--- src/rtl/cmp_seq.sv ---
// -----------------------------------------------------------------------------
// cmp_seq -- sequential magnitude comparator for the calculator datapath
//
// Purpose
//   Compares two BITS-wide operands most-significant digit first, DIGIT bits
//   per clock. It stops at the first digit that differs. Results are returned
//   as registered lt/eq/gt flags through a valid/ready handshake. It replaces
//   the older single-output combinational less-than compare, and sits between
//   the operand registers and the ALU result mux.
//
// Parameters
//   BITS   operand width (>= 1)
//   DIGIT  bits compared per clock (1 <= DIGIT <= BITS, BITS % DIGIT == 0)
//
// Ports
//   clk        in   rising-edge clock
//   rst_n      in   asynchronous active-low reset
//   in_valid   in   operands a/b are valid
//   in_ready   out  block is idle and can accept operands
//   a, b       in   operands (BITS wide)
//   is_signed  in   only with CMP_SEQ_SIGNED_EN: treat a/b as two's complement
//   out_valid  out  result flags valid
//   out_ready  in   consumer takes the result
//   a_lt_b     out  A <  B
//   a_eq_b     out  A == B
//   a_gt_b     out  A >  B
//   cycles     out  digits examined for this result (1 .. BITS/DIGIT)
//
// Configuration
//   CMP_SEQ_SIGNED_EN  when defined, adds the is_signed port. A signed
//                      compare flips the MSB of both operands as they are
//                      latched. Unsigned digit compares then order
//                      two's-complement values correctly. Timing is unchanged.
// -----------------------------------------------------------------------------
module cmp_seq #(
   parameter int BITS  = 8,
   parameter int DIGIT = 2
) (
   input  logic                              clk,
   input  logic                              rst_n,
   input  logic                              in_valid,
   output logic                              in_ready,
   input  logic [BITS-1:0]                   a,
   input  logic [BITS-1:0]                   b,
`ifdef CMP_SEQ_SIGNED_EN
   input  logic                              is_signed,
`endif
   output logic                              out_valid,
   input  logic                              out_ready,
   output logic                              a_lt_b,
   output logic                              a_eq_b,
   output logic                              a_gt_b,
   output logic [$clog2(BITS/DIGIT+1)-1:0]   cycles
);

   localparam int NDIG  = BITS / DIGIT;
   localparam int IDX_W = (NDIG > 1) ? $clog2(NDIG) : 1;
   localparam int CYC_W = $clog2(NDIG + 1);
   localparam logic [IDX_W-1:0] IDX_TOP = IDX_W'(NDIG - 1);

   // Elaboration-time parameter sanity checks.
   generate
      if (BITS < 1 || DIGIT < 1 || DIGIT > BITS || (BITS % DIGIT) != 0) begin : g_bad_params
         $error("cmp_seq: illegal BITS/DIGIT combination");
      end
   endgenerate

   typedef enum logic [1:0] {
      IDLE = 2'd0,
      RUN  = 2'd1,
      DONE = 2'd2
   } state_t;

   state_t            state_q, state_d;
   logic [BITS-1:0]   a_q, a_d;
   logic [BITS-1:0]   b_q, b_d;
   logic [IDX_W-1:0]  idx_q, idx_d;
   logic [CYC_W-1:0]  cyc_q, cyc_d;
   logic              lt_q, lt_d;
   logic              eq_q, eq_d;
   logic              gt_q, gt_d;

   logic              sgn_in;
   logic [DIGIT-1:0]  dig_a, dig_b;

`ifdef CMP_SEQ_SIGNED_EN
   assign sgn_in = is_signed;
`else
   assign sgn_in = 1'b0;
`endif

   // Extract digit i (0 = least significant) of an operand.
   function automatic logic [DIGIT-1:0] digit_of(input logic [BITS-1:0]  v,
                                                 input logic [IDX_W-1:0] i);
      digit_of = v[int'(i) * DIGIT +: DIGIT];
   endfunction

   // Flipping the MSB maps two's complement onto offset binary. Offset binary
   // orders correctly under unsigned comparison. Only the top digit changes,
   // so the early-exit point and the cycle count are the same as unsigned.
   function automatic logic [BITS-1:0] bias_msb(input logic [BITS-1:0] v,
                                                input logic            sgn);
      logic [BITS-1:0] r;
      r            = v;
      r[BITS-1]    = v[BITS-1] ^ sgn;
      bias_msb     = r;
   endfunction

   assign in_ready  = (state_q == IDLE);
   assign out_valid = (state_q == DONE);
   assign a_lt_b    = lt_q;
   assign a_eq_b    = eq_q;
   assign a_gt_b    = gt_q;
   assign cycles    = cyc_q;

   always_comb begin
      state_d = state_q;
      a_d     = a_q;
      b_d     = b_q;
      idx_d   = idx_q;
      cyc_d   = cyc_q;
      lt_d    = lt_q;
      eq_d    = eq_q;
      gt_d    = gt_q;
      dig_a   = digit_of(a_q, idx_q);
      dig_b   = digit_of(b_q, idx_q);

      case (state_q)
         IDLE: begin
            if (in_valid) begin
               a_d     = bias_msb(a, sgn_in);
               b_d     = bias_msb(b, sgn_in);
               idx_d   = IDX_TOP;
               cyc_d   = '0;
               state_d = RUN;
            end
         end

         RUN: begin
            cyc_d = cyc_q + CYC_W'(1);
            if (dig_a != dig_b) begin
               // First differing digit decides the order outright.
               lt_d    = (dig_a < dig_b);
               gt_d    = (dig_a > dig_b);
               eq_d    = 1'b0;
               state_d = DONE;
            end else if (idx_q == '0) begin
               lt_d    = 1'b0;
               gt_d    = 1'b0;
               eq_d    = 1'b1;
               state_d = DONE;
            end else begin
               idx_d = idx_q - IDX_W'(1);
            end
         end

         DONE: begin
            // Flags and cycles hold until the consumer takes them. New
            // operands are only accepted after the return to IDLE.
            if (out_ready) begin
               state_d = IDLE;
            end
         end

         default: begin
            state_d = IDLE;
         end
      endcase
   end

   always_ff @(posedge clk or negedge rst_n) begin
      if (!rst_n) begin
         state_q <= IDLE;
         a_q     <= '0;
         b_q     <= '0;
         idx_q   <= '0;
         cyc_q   <= '0;
         lt_q    <= 1'b0;
         eq_q    <= 1'b0;
         gt_q    <= 1'b0;
      end else begin
         state_q <= state_d;
         a_q     <= a_d;
         b_q     <= b_d;
         idx_q   <= idx_d;
         cyc_q   <= cyc_d;
         lt_q    <= lt_d;
         eq_q    <= eq_d;
         gt_q    <= gt_d;
      end
   end

endmodule

--- config.mk ---
export PLATFORM = sky130hd
export DESIGN_NAME = cmp_seq
export DESIGN_NICKNAME = d
export VERILOG_FILES = /design/src/rtl/cmp_seq.sv
export SDC_FILE = /design/constraint.sdc
export NUM_CORES = 1
export LEC_CHECK = 0
export BUFFER_PORTS_ARGS = -buffer_cell sky130_fd_sc_hd__buf_2
export CAP_MARGIN = 20
export CORE_ASPECT_RATIO = 0.75
export CORE_MARGIN = 5
export CORE_UTILIZATION = 45
export CTS_BUF_LIST = sky130_fd_sc_hd__clkbuf_8
export DETAILED_ROUTE_END_ITERATION = 12
export GPL_ROUTABILITY_DRIVEN = 0
export HOLD_SLACK_MARGIN = 0.08
export PLACE_DENSITY_LB_ADDON = 0.1
export RECOVER_POWER = 50
export SLEW_MARGIN = 25
export SYNTH_ARGS = -nofsm -noshare
export SYNTH_HDL_FRONTEND = slang
export SYNTH_SLANG_ARGS = --single-unit
--- constraint.sdc ---
create_clock -name clk -period 1.82 [get_ports clk]
set_input_delay 0.273 -clock clk [delete_from_list [all_inputs] [get_ports clk]]
set_output_delay 0.273 -clock clk [all_outputs]
set_load 0.02 [all_outputs]
==> results of run 1 <==
-- sequential cells by signal (all words and copies together), names as in the netlist --
| register | flops |
|---|---|
| a_lt_b | 1 |
| a_q | 8 |
| a_gt_b | 1 |
| idx_q | 2 |
| cycles | 3 |
| state_q | 2 |
| a_eq_b | 1 |
| b_q | 8 |
-- worst register-to-register path, stage by stage (launching register included) --
cell and delay, ns:
dfrtp_2 0.45, mux4_2 0.56, ha_4 0.29, nand3b_1 0.10, nor2_2 0.18, mux2i_1 0.20
-- routing by layer --
layer,track usage [%],vias to the layer above
met5,0,-
met2,20.6,17
met4,3.90,0
met1,17.1,374
li1,-,380
met3,5.32,2
-- cell usage in the layout (no fill, tap or decap), types with 3 or more instances in the layout --
master,instances
inv_1,4
mux4_2,4
buf_2,25
mux2_2,16
nand3b_1,3
nor2_1,5
o21ai_0,3
nand2_1,5
buf_4,5
dfrtp_1,25
clkbuf_8,3
-- final cells by class --
| type | instances | area, um^2 |
|---|---|---|
| clock buffer | 3 | 41.3 |
| clock inverter | 1 | 30.0 |
| timing repair buffer | 33 | 181 |
| sequential | 26 | 652 |
| fill | 223 | 1070 |
| multi-input combinational | 54 | 537 |
| inverter | 6 | 22.5 |
| tap | 36 | 45.0 |
-- where the power goes --
part	internal, uW	leakage (uW)	switching [uW]	total (uW)
Sequential	845	0.000310	189	1030
Clock	294	0.0000357	172	466
Combinational	729	0.000368	592	1320
Total	1870	0.000713	954	2820
-- worst max-delay path by stage --
stage | slack (ns) | to | start
3_3_place_gp | -0.09 | state_q[0] | idx_q[0]
5_1_grt | -0.12 | idx_q[0] | idx_q[0]
4_1_cts | -0.03 | state_q[0] | idx_q[0]
2_1_floorplan | 0.008 | state_q[0] | idx_q[0]
3_5_place_dp | -0.15 | idx_q[0] | idx_q[0]
6_report | -0.03 | idx_q[0] | idx_q[0]
-- through the flow --
stage                     utilization, %  instances  total power, uW  setup TNS [ns]  hold WS (ns)
after CTS                           58.3        159             2830         -0.0985         0.183
after global placement              55.0        154             2290          -0.307         0.295
after floorplan                        -         89             1960               0       -0.0226
final                               58.4        159             2820         -0.0582         0.189
after global routing                58.4        159             3030          -0.473         0.210
after detailed placement            55.0        154             2340          -0.577         0.299
-- timing repair --
action	4_1_cts	5_1_grt
setup endpoints to repair	6	7
pin swaps	2	0
setup buffers	0	0
gates resized for setup	4	1
hold buffers	1	0
endpoints found under the hold margin	26	0
-- cell families after synthesis --
| group | share of synthesized area (%) |
|---|---|
| fa+ha+maj | 4.18 |
| simple gates | 9.08 |
| compound gates | 3.97 |
| mux | 24.2 |
| buf+inv | 3.55 |
| xor+xnor | 0.731 |
| flops | 54.3 |
==> out/results.txt, run 1 <==
Outcome: finished, violations left
Failing checks: negative setup slack
Hold Crit Depth: 2
TritonRoute pass-1 iters: 3
Iter 0 DRT Violations: 17
Number of CTS-inserted buffers: 3
Final Cell Area: 0.00151 mm^2
CTS root buf: clkbuf_8
Worst Tran Pin Value: 0.619 ns
Crit path required time: 2.01 ns
Peak Freq: 0.542 GHz
Final worst path period share: 101%
RSZ-0062 raised after global routing: yes
Dpl hpwl: 1690 um
Max cap viols: 0
CP top delay family: multiplexers
Setup WS pre-CTS: -0.145 ns
Max-slew violations: 0
Rows: 16
Via density: 4.86
Initial antenna violation count: 0
FF-to-FF Start: idx_q[0]
Minimum clock period: 1.85 ns
Bufs and invs on worst path: 0
Slowest cell on the critical path: mux4_2
IO buf count: 27
Top FF cell, synth: dfrtp_1
ANT cells: 0
R2r worst-path depth: 5
R2R Setup Slk: -0.03 ns
Critical path depth: 5
Post-Syn Instances: 89
Final count of negative-setup-slack endpoints: 3
Setup slack after layout: -0.0265 ns
Worst Hold Class: in2reg
Core area: 0.00258 mm^2
Nets: 148
Overflow after GRT: 0
Syn-to-layout area delta: 25.9%
Clock latency at the later pin of the worst-skew pair: 0.27 ns
Synth area leader: dfrtp_1
DR WL met2: 963 um
Largest net degree at the start of global routing: 27
Hold Path Sink: state_q[1]
Crit-path max FO: 5
Worst VDD drop: 0.913 mV
Slowest Stage Delay on Critical Path: 0.56 ns
Worst path cell trace: mux4_2, ha_4, nand3b_1, nor2_2, mux2i_1
Top Metal Used: met4
Area contributors post-synth: dfrtp_1 (54%), mux2_2 (15%), mux4_2 (7.5%)
Chip Height: 54.7 um
Register area share after synthesis: 54.3%
Synthesized flop and latch total: 26
Synth cell types: 20
Worst Skew: 0.00214 ns
CTS tree: built
Residual DRC: 0
DR WL met3: 128 um
CTS sink count: 26
Die width: 69.6 um
Ys async rst share: 100%
Share of cells above drive strength 1: 52.0%
Antenna Violating Nets Remaining: 0
First-pass GRT wire length: 3730 um
DP Area: 0.00142 mm^2
Max Buffers Root-to-Sink: 2
Hold Crit Start: out_ready
Worst slew margin: 58.8%
Leakage: 0.000713 uW
Initial Util: 46.4%
Most frequent cell after synthesis: dfrtp_1
Crit start category: flip-flop
CP Class: reg2reg
Routed len/inst: 13.3 um
YS warnings: 0
Top-area cell type share of the netlist area: 54.3%
Critical path endpoint category: flip-flop
Final WL: 2110 um
# IOs: 28
Reg clk slew, reported paths: 0.08 ns
Post-Syn Area: 0.00120 mm^2
Area of the die: 0.00381 mm^2
Post-synth EDFFs: 0
Vias: 773
Number of global-route vias before repair: 792
Critical R2R Capture: idx_q[0]
Mean post-synth cell area: 13.5 um^2
Worst endpoint data arrival time: 2.04 ns
Synth top cells by count: dfrtp_1 (26), mux2_2 (16), inv_1 (6), nor2_1 (6), nand2_1 (5)
Final Hold Viols: 0
Syn Nets: 113
M1 WL: 1010 um
Power per standard cell area: 1870 mW/mm^2
# H-tree levels: 1
Total GRT Usage: 13.2%
Power figures use the tool's default switching activity.
==> inputs of run 2 (changes only) <==
clock period = 2.36 ns   (was 1.82 ns; I/O delays follow)
==> out/results.txt, run 2 (synthesis gave the netlist of run 1 again) <==
Die width: 69.6 um (unchanged)
Worst Tran Pin Value: 1.33 ns (+0.708 ns)
CP Class: reg2reg
Iter 0 DRT Violations: 71 (+54)
CTS tree: built
CTS sink count: 26 (unchanged)
Worst Skew: 0.00147 ns (-0.000676 ns)
# IOs: 28 (unchanged)
Area of the die: 0.00381 mm^2 (unchanged)
Final count of negative-setup-slack endpoints: 0 (-3)
Max Buffers Root-to-Sink: 2 (unchanged)
Vias: 782 (+1.2%)
Residual DRC: 0 (unchanged)
Total GRT Usage: 12.8% (-0.40 points)
TritonRoute pass-1 iters: 4 (+1)
Slowest cell on the critical path: mux4_2
CP top delay family: multiplexers
RSZ-0062 raised after global routing: no
Worst slew margin: 11.5% (-47 points)
Initial Util: 46.4% (unchanged)
Post-CTS Setup Inserts: 0 (unchanged)
Rows: 16 (unchanged)
Max cap viols: 0 (unchanged)
First-pass GRT wire length: 3680 um (-1.3%)
Power per standard cell area: 1330 mW/mm^2 (-29%)
Nets: 143 (-3.4%)
Initial antenna violation count: 0 (unchanged)
Worst endpoint data arrival time: 2.28 ns (+0.24 ns)
Crit path required time: 2.55 ns (+0.54 ns)
Area of the multi-input gates: 505 um^2 (-5.8%)
Outcome: finished clean
Final Hold Viols: 0 (unchanged)
Leakage: 0.000664 uW (-6.8%)
Number of global-route vias before repair: 762 (-3.8%)
R2R Setup Slk: 0.28 ns (+0.30 ns)
Minimum clock period: 2.08 ns (+0.237 ns)
Routed len/inst: 13.8 um (+3.6%)
IO buf count: 27 (unchanged)
Hold Path Sink: state_q[1]
Hold Slack: 0.287 ns (+0.0982 ns)
Core area: 0.00258 mm^2 (unchanged)
Worst path cell trace: mux4_2, ha_1, nand3b_1, nor2_1, mux2i_1
Crit path launch: idx_q[0]
Reg clk slew, reported paths: 0.08 ns (about the same)
Final worst path period share: 88.3% (-13 points)
Number of CTS-inserted buffers: 3 (unchanged)
Via density: 5.11 (+5.1%)
Largest net degree at the start of global routing: 27 (unchanged)
Critical path endpoint category: flip-flop
Chip Height: 54.7 um (unchanged)
Hold_buf cts: 0 (-1)
Dpl hpwl: 1600 um (-5.8%)
Overflow after GRT: 0 (unchanged)
Clock latency at the later pin of the worst-skew pair: 0.26 ns (about the same)
CTS root buf: clkbuf_8
Final Cell Area: 0.00140 mm^2 (-7.1%)
Final Core Density: 54.3% (-4.2 points)
Commonest non-fill, non-tap cell in the layout: dfrtp_1
Final WL: 2110 um (-0.33%)
Setup tns final: 0 ns (+0.0582 ns)
Setup slack after layout: 0.277 ns (+0.303 ns)
Bufs and invs on worst path: 0 (unchanged)
Sequential Area: 651 um^2 (-0.19%)
Crit start category: flip-flop
FF-to-FF Start: idx_q[0]
Resize count post-CTS: 0 (-4)
Setup WS pre-CTS: 0.270 ns (+0.415 ns)
Hold Crit Depth: 2 (unchanged)
Worst Hold Class: in2reg
ANT cells: 0 (unchanged)
# fillers: 247 (+11%)
Critical R2R Capture: idx_q[1]
Syn-to-layout area delta: 16.9%
Crit-path max FO: 7 (+2)
# H-tree levels: 1 (unchanged)
Hold Crit Start: out_ready
DP Area: 0.00137 mm^2 (-3.9%)
Peak Freq: 0.480 GHz (-11%)
Max-slew violations: 0 (unchanged)
Slowest Stage Delay on Critical Path: 0.56 ns (about the same)
Share of cells above drive strength 1: 41.0% (-11 points)
Worst VDD drop: 0.509 mV (-44%)
Most used cells in the layout excluding fill and tap cells: dfrtp_1 (26), buf_2 (22), mux2_2 (16), inv_1 (6), nor2_1 (6)
Antenna Violating Nets Remaining: 0 (unchanged)
R2r worst-path depth: 5 (unchanged)
Critical path depth: 5 (unchanged)
run 2: through the flow:
step                      cells  total power, uW
final                       153             1870
after global routing        153             2030
after CTS                   153             1910
after detailed placement    150             1660
after global placement      150             1620
after floorplan              89             1440
run 2: where the power goes:
group          leakage (uW)  switching [uW]  internal (uW)
sequential         0.000310             151            650
clock             0.0000216             126            114
combinational      0.000332             392            434
total              0.000664             670           1200
run 2: worst max-delay path by stage:
stage / to / slack [ns]
CTS: idx_q[1] / 0.25
floorplan: state_q[0] / 0.44
detailed placement: idx_q[0] / 0.27
finish: idx_q[1] / 0.28
global placement: state_q[0] / 0.34
global route: idx_q[1] / 0.09
run 2: cell type report:
cell class	count	area share [%]
Sequential cell	26	46.4
Multi-Input combinational cell	54	36.1
Timing Repair Buffer	28	9.73
Clock buffer	3	2.95
Tap cell	36	3.21
Inverter	6	1.61
run 2: layer usage:
metal  part of all wire [%]  track usage [%]  up-vias
met4                    1.0             3.90        0
met1                     48             16.4      391
met3                    6.3             4.77        5
li1                       -                -      367
met2                     45             20.4       19
met5                      0                0        -
==> inputs of run 3 (changes only) <==
ABC_AREA = 1   (was not set)
==> out/results.txt, run 3 <==
Clock latency at the later pin of the worst-skew pair: 0.26 ns (about the same)
Worst Hold Class: in2reg
CTS sink count: 26 (unchanged)
Chip Height: 56.5 um (+3.4%)
Initial antenna violation count: 0 (unchanged)
Final WL: 2720 um (+29%)
Post-Syn Instances: 155 (+74%)
Crit path required time: 2.56 ns (about the same)
YS warnings: 0 (unchanged)
Nets: 204 (+43%)
Total GRT Usage: 14.9% (+2.1 points)
Critical path endpoint category: flip-flop
Leakage: 0.000795 uW (+20%)
Sequential Area: 651 um^2 (unchanged)
Routed len/inst: 12.7 um (-7.7%)
Area of the multi-input gates: 552 um^2 (+9.2%)
Syn-to-layout area delta: 12.2%
Worst Tran Pin Value: 1.36 ns (+0.0364 ns)
Crit start category: flip-flop
Hold_buf cts: 0 (unchanged)
Post-Syn Area: 0.00130 mm^2 (+8.5%)
Synth cell types: 24 (+20%)
Reg clk slew, reported paths: 0.08 ns (about the same)
DP Area: 0.00143 mm^2 (+4.5%)
Worst slew margin: 9.11% (-2.4 points)
Final Core Density: 54.4% (+0.12 points)
Max-slew violations: 0 (unchanged)
IO buf count: 27 (unchanged)
Register area share after synthesis: 50.0% (-4.2 points)
CTS tree: built
Commonest non-fill, non-tap cell in the layout: nand2_1
Setup tns final: 0 ns (unchanged)
TritonRoute pass-1 iters: 4 (unchanged)
Mean post-synth cell area: 8.39 um^2 (-38%)
Ys async rst share: 100% (unchanged)
Die width: 72.1 um (+3.5%)
Initial Util: 48.5% (+2.0 points)
CTS root buf: clkbuf_8
Final Hold Viols: 0 (unchanged)
Post-synth EDFFs: 0 (unchanged)
Via density: 4.99 (-2.4%)
Share of cells above drive strength 1: 20.8% (-20 points)
Synth area leader: dfrtp_1
Crit-path max FO: 11 (+4)
Vias: 1068 (+37%)
Area of the die: 0.00407 mm^2 (+7.1%)
Max cap viols: 0 (unchanged)
Overflow after GRT: 0 (unchanged)
RSZ-0062 raised after global routing: no
Most used cells in the layout excluding fill and tap cells: nand2_1 (56), dfrtp_1 (26), buf_2 (25), nand3_1 (22)
Core area: 0.00268 mm^2 (+3.9%)
Syn Nets: 179 (+58%)
Fin cells: 214 (+40%)
CP Class: reg2reg
First-pass GRT wire length: 4800 um (+30%)
ANT cells: 0 (unchanged)
# fillers: 265 (+7.3%)
Power per standard cell area: 1410 mW/mm^2 (+6.0%)
Antenna Violating Nets Remaining: 0 (unchanged)
Top FF cell, synth: dfrtp_1
Synthesized flop and latch total: 26 (unchanged)
Rows: 16 (unchanged)
Number of global-route vias before repair: 1055 (+38%)
Peak Freq: 0.498 GHz (+3.7%)
Final count of negative-setup-slack endpoints: 0 (unchanged)
Placed instance count: 211 (+41%)
Minimum clock period: 2.01 ns (-0.0735 ns)
Worst Skew: 0.00316 ns (+0.00169 ns)
Post-CTS Setup Inserts: 0 (unchanged)
# H-tree levels: 1 (unchanged)
Worst VDD drop: 0.549 mV (+7.8%)
Largest net degree at the start of global routing: 27 (unchanged)
Synth top cells by count: nand2_1 (56), dfrtp_1 (26), nand3_1 (22), inv_1 (8), nor2_1 (7)
Final worst path period share: 85.2% (-3.1 points)
Final Cell Area: 0.00146 mm^2 (+4.1%)
# IOs: 28 (unchanged)
Total power: 2060 uW (+10%)
Outcome: finished clean
Iter 0 DRT Violations: 35 (-51%)
Dpl hpwl: 2050 um (+29%)
Number of CTS-inserted buffers: 3 (unchanged)
Area contributors post-synth: dfrtp_1 (50%), nand2_1 (16%), nand3_1 (8.5%)
Resize count post-CTS: 0 (unchanged)
Worst endpoint data arrival time: 2.21 ns (-0.07 ns)
Top-area cell type share of the netlist area: 50.0% (-4.2 points)
Max Buffers Root-to-Sink: 2 (unchanged)
R2R Setup Slk: 0.35 ns (+0.07 ns)
Residual DRC: 0 (unchanged)
Most frequent cell after synthesis: nand2_1
[run 3: changes by cell type in the layout (fill, tap and decap cells not counted), moves of 4 or more]
cell / previous run / this run
mux4_2: 4 / 0
nand2_1: 5 / 56
nand3_1: 0 / 22
mux2_2: 16 / 0
[run 3: where the power goes]
group	leakage [uW]	switching, uW	total (uW)	internal (uW)
clock network	0.0000216	123	237	114
registers	0.000319	158	812	654
logic	0.000454	656	1010	357
[run 3: layout make-up]
cell class / instances / area share [%]
Clock buffer: 3 / 2.83
Inverter: 10 / 2.57
Multi-Input combinational cell: 112 / 37.8
Sequential cell: 26 / 44.6
Tap cell: 36 / 3.09
Timing Repair Buffer: 27 / 9.09
[run 3: kinds of logic (layout without fill, tap and decap cells)]
group           Yosys count  count (layout)  share of synthesized area (%)
xor+xnor                  1               1                          0.674
buf+inv                  17              40                           6.93
simple gates             90              90                           30.2
compound gates           17              17                           8.28
fa+ha+maj                 4               4                           3.85
flops                    26              26                           50.0
[run 3: critical path: stages, from the launching register on]
cell and delay, ns:
dfrtp_1 0.50, inv_1 0.23, nor2_1 0.15, nor2_1 0.05
o21ai_0 0.08, nand2_1 0.08, ha_1 0.30, nand2_1 0.11
o21ai_2 0.26, nand3_1 0.12, nand2_1 0.08
[run 3: per-layer routing]
| layer | up-vias | part of all wire (%) | wire length (um) | global-route usage, % |
|---|---|---|---|---|
| met5 | - | 0 | 0 | 0 |
| met4 | 0 | 0.70 | 19 | 2.41 |
| met3 | 4 | 4.6 | 124 | 4.99 |
| met2 | 19 | 46 | 1250 | 23.6 |
| met1 | 501 | 49 | 1330 | 20.0 |
| li1 | 544 | - | - | - |
[run 3: through the flow]
stage	hold slack, ns	setup WS [ns]
finish	0.260	0.350
global route	0.251	0.113
CTS	0.0957	0.340
detailed placement	0.390	0.358
global placement	0.379	0.506
floorplan	0.0584	0.676
[run 3: final timing paths]
check,start,end,depth (start not counted)
min in group asynchronous,rst_n,cycles[0],1
setup reg to reg,idx_q[0],idx_q[1],10
max in group asynchronous,rst_n,a_q[1],1
hold reg to reg,a_q[7],a_q[7],2
hold / removal,out_ready,state_q[1],2
setup / recovery,idx_q[0],idx_q[1],10
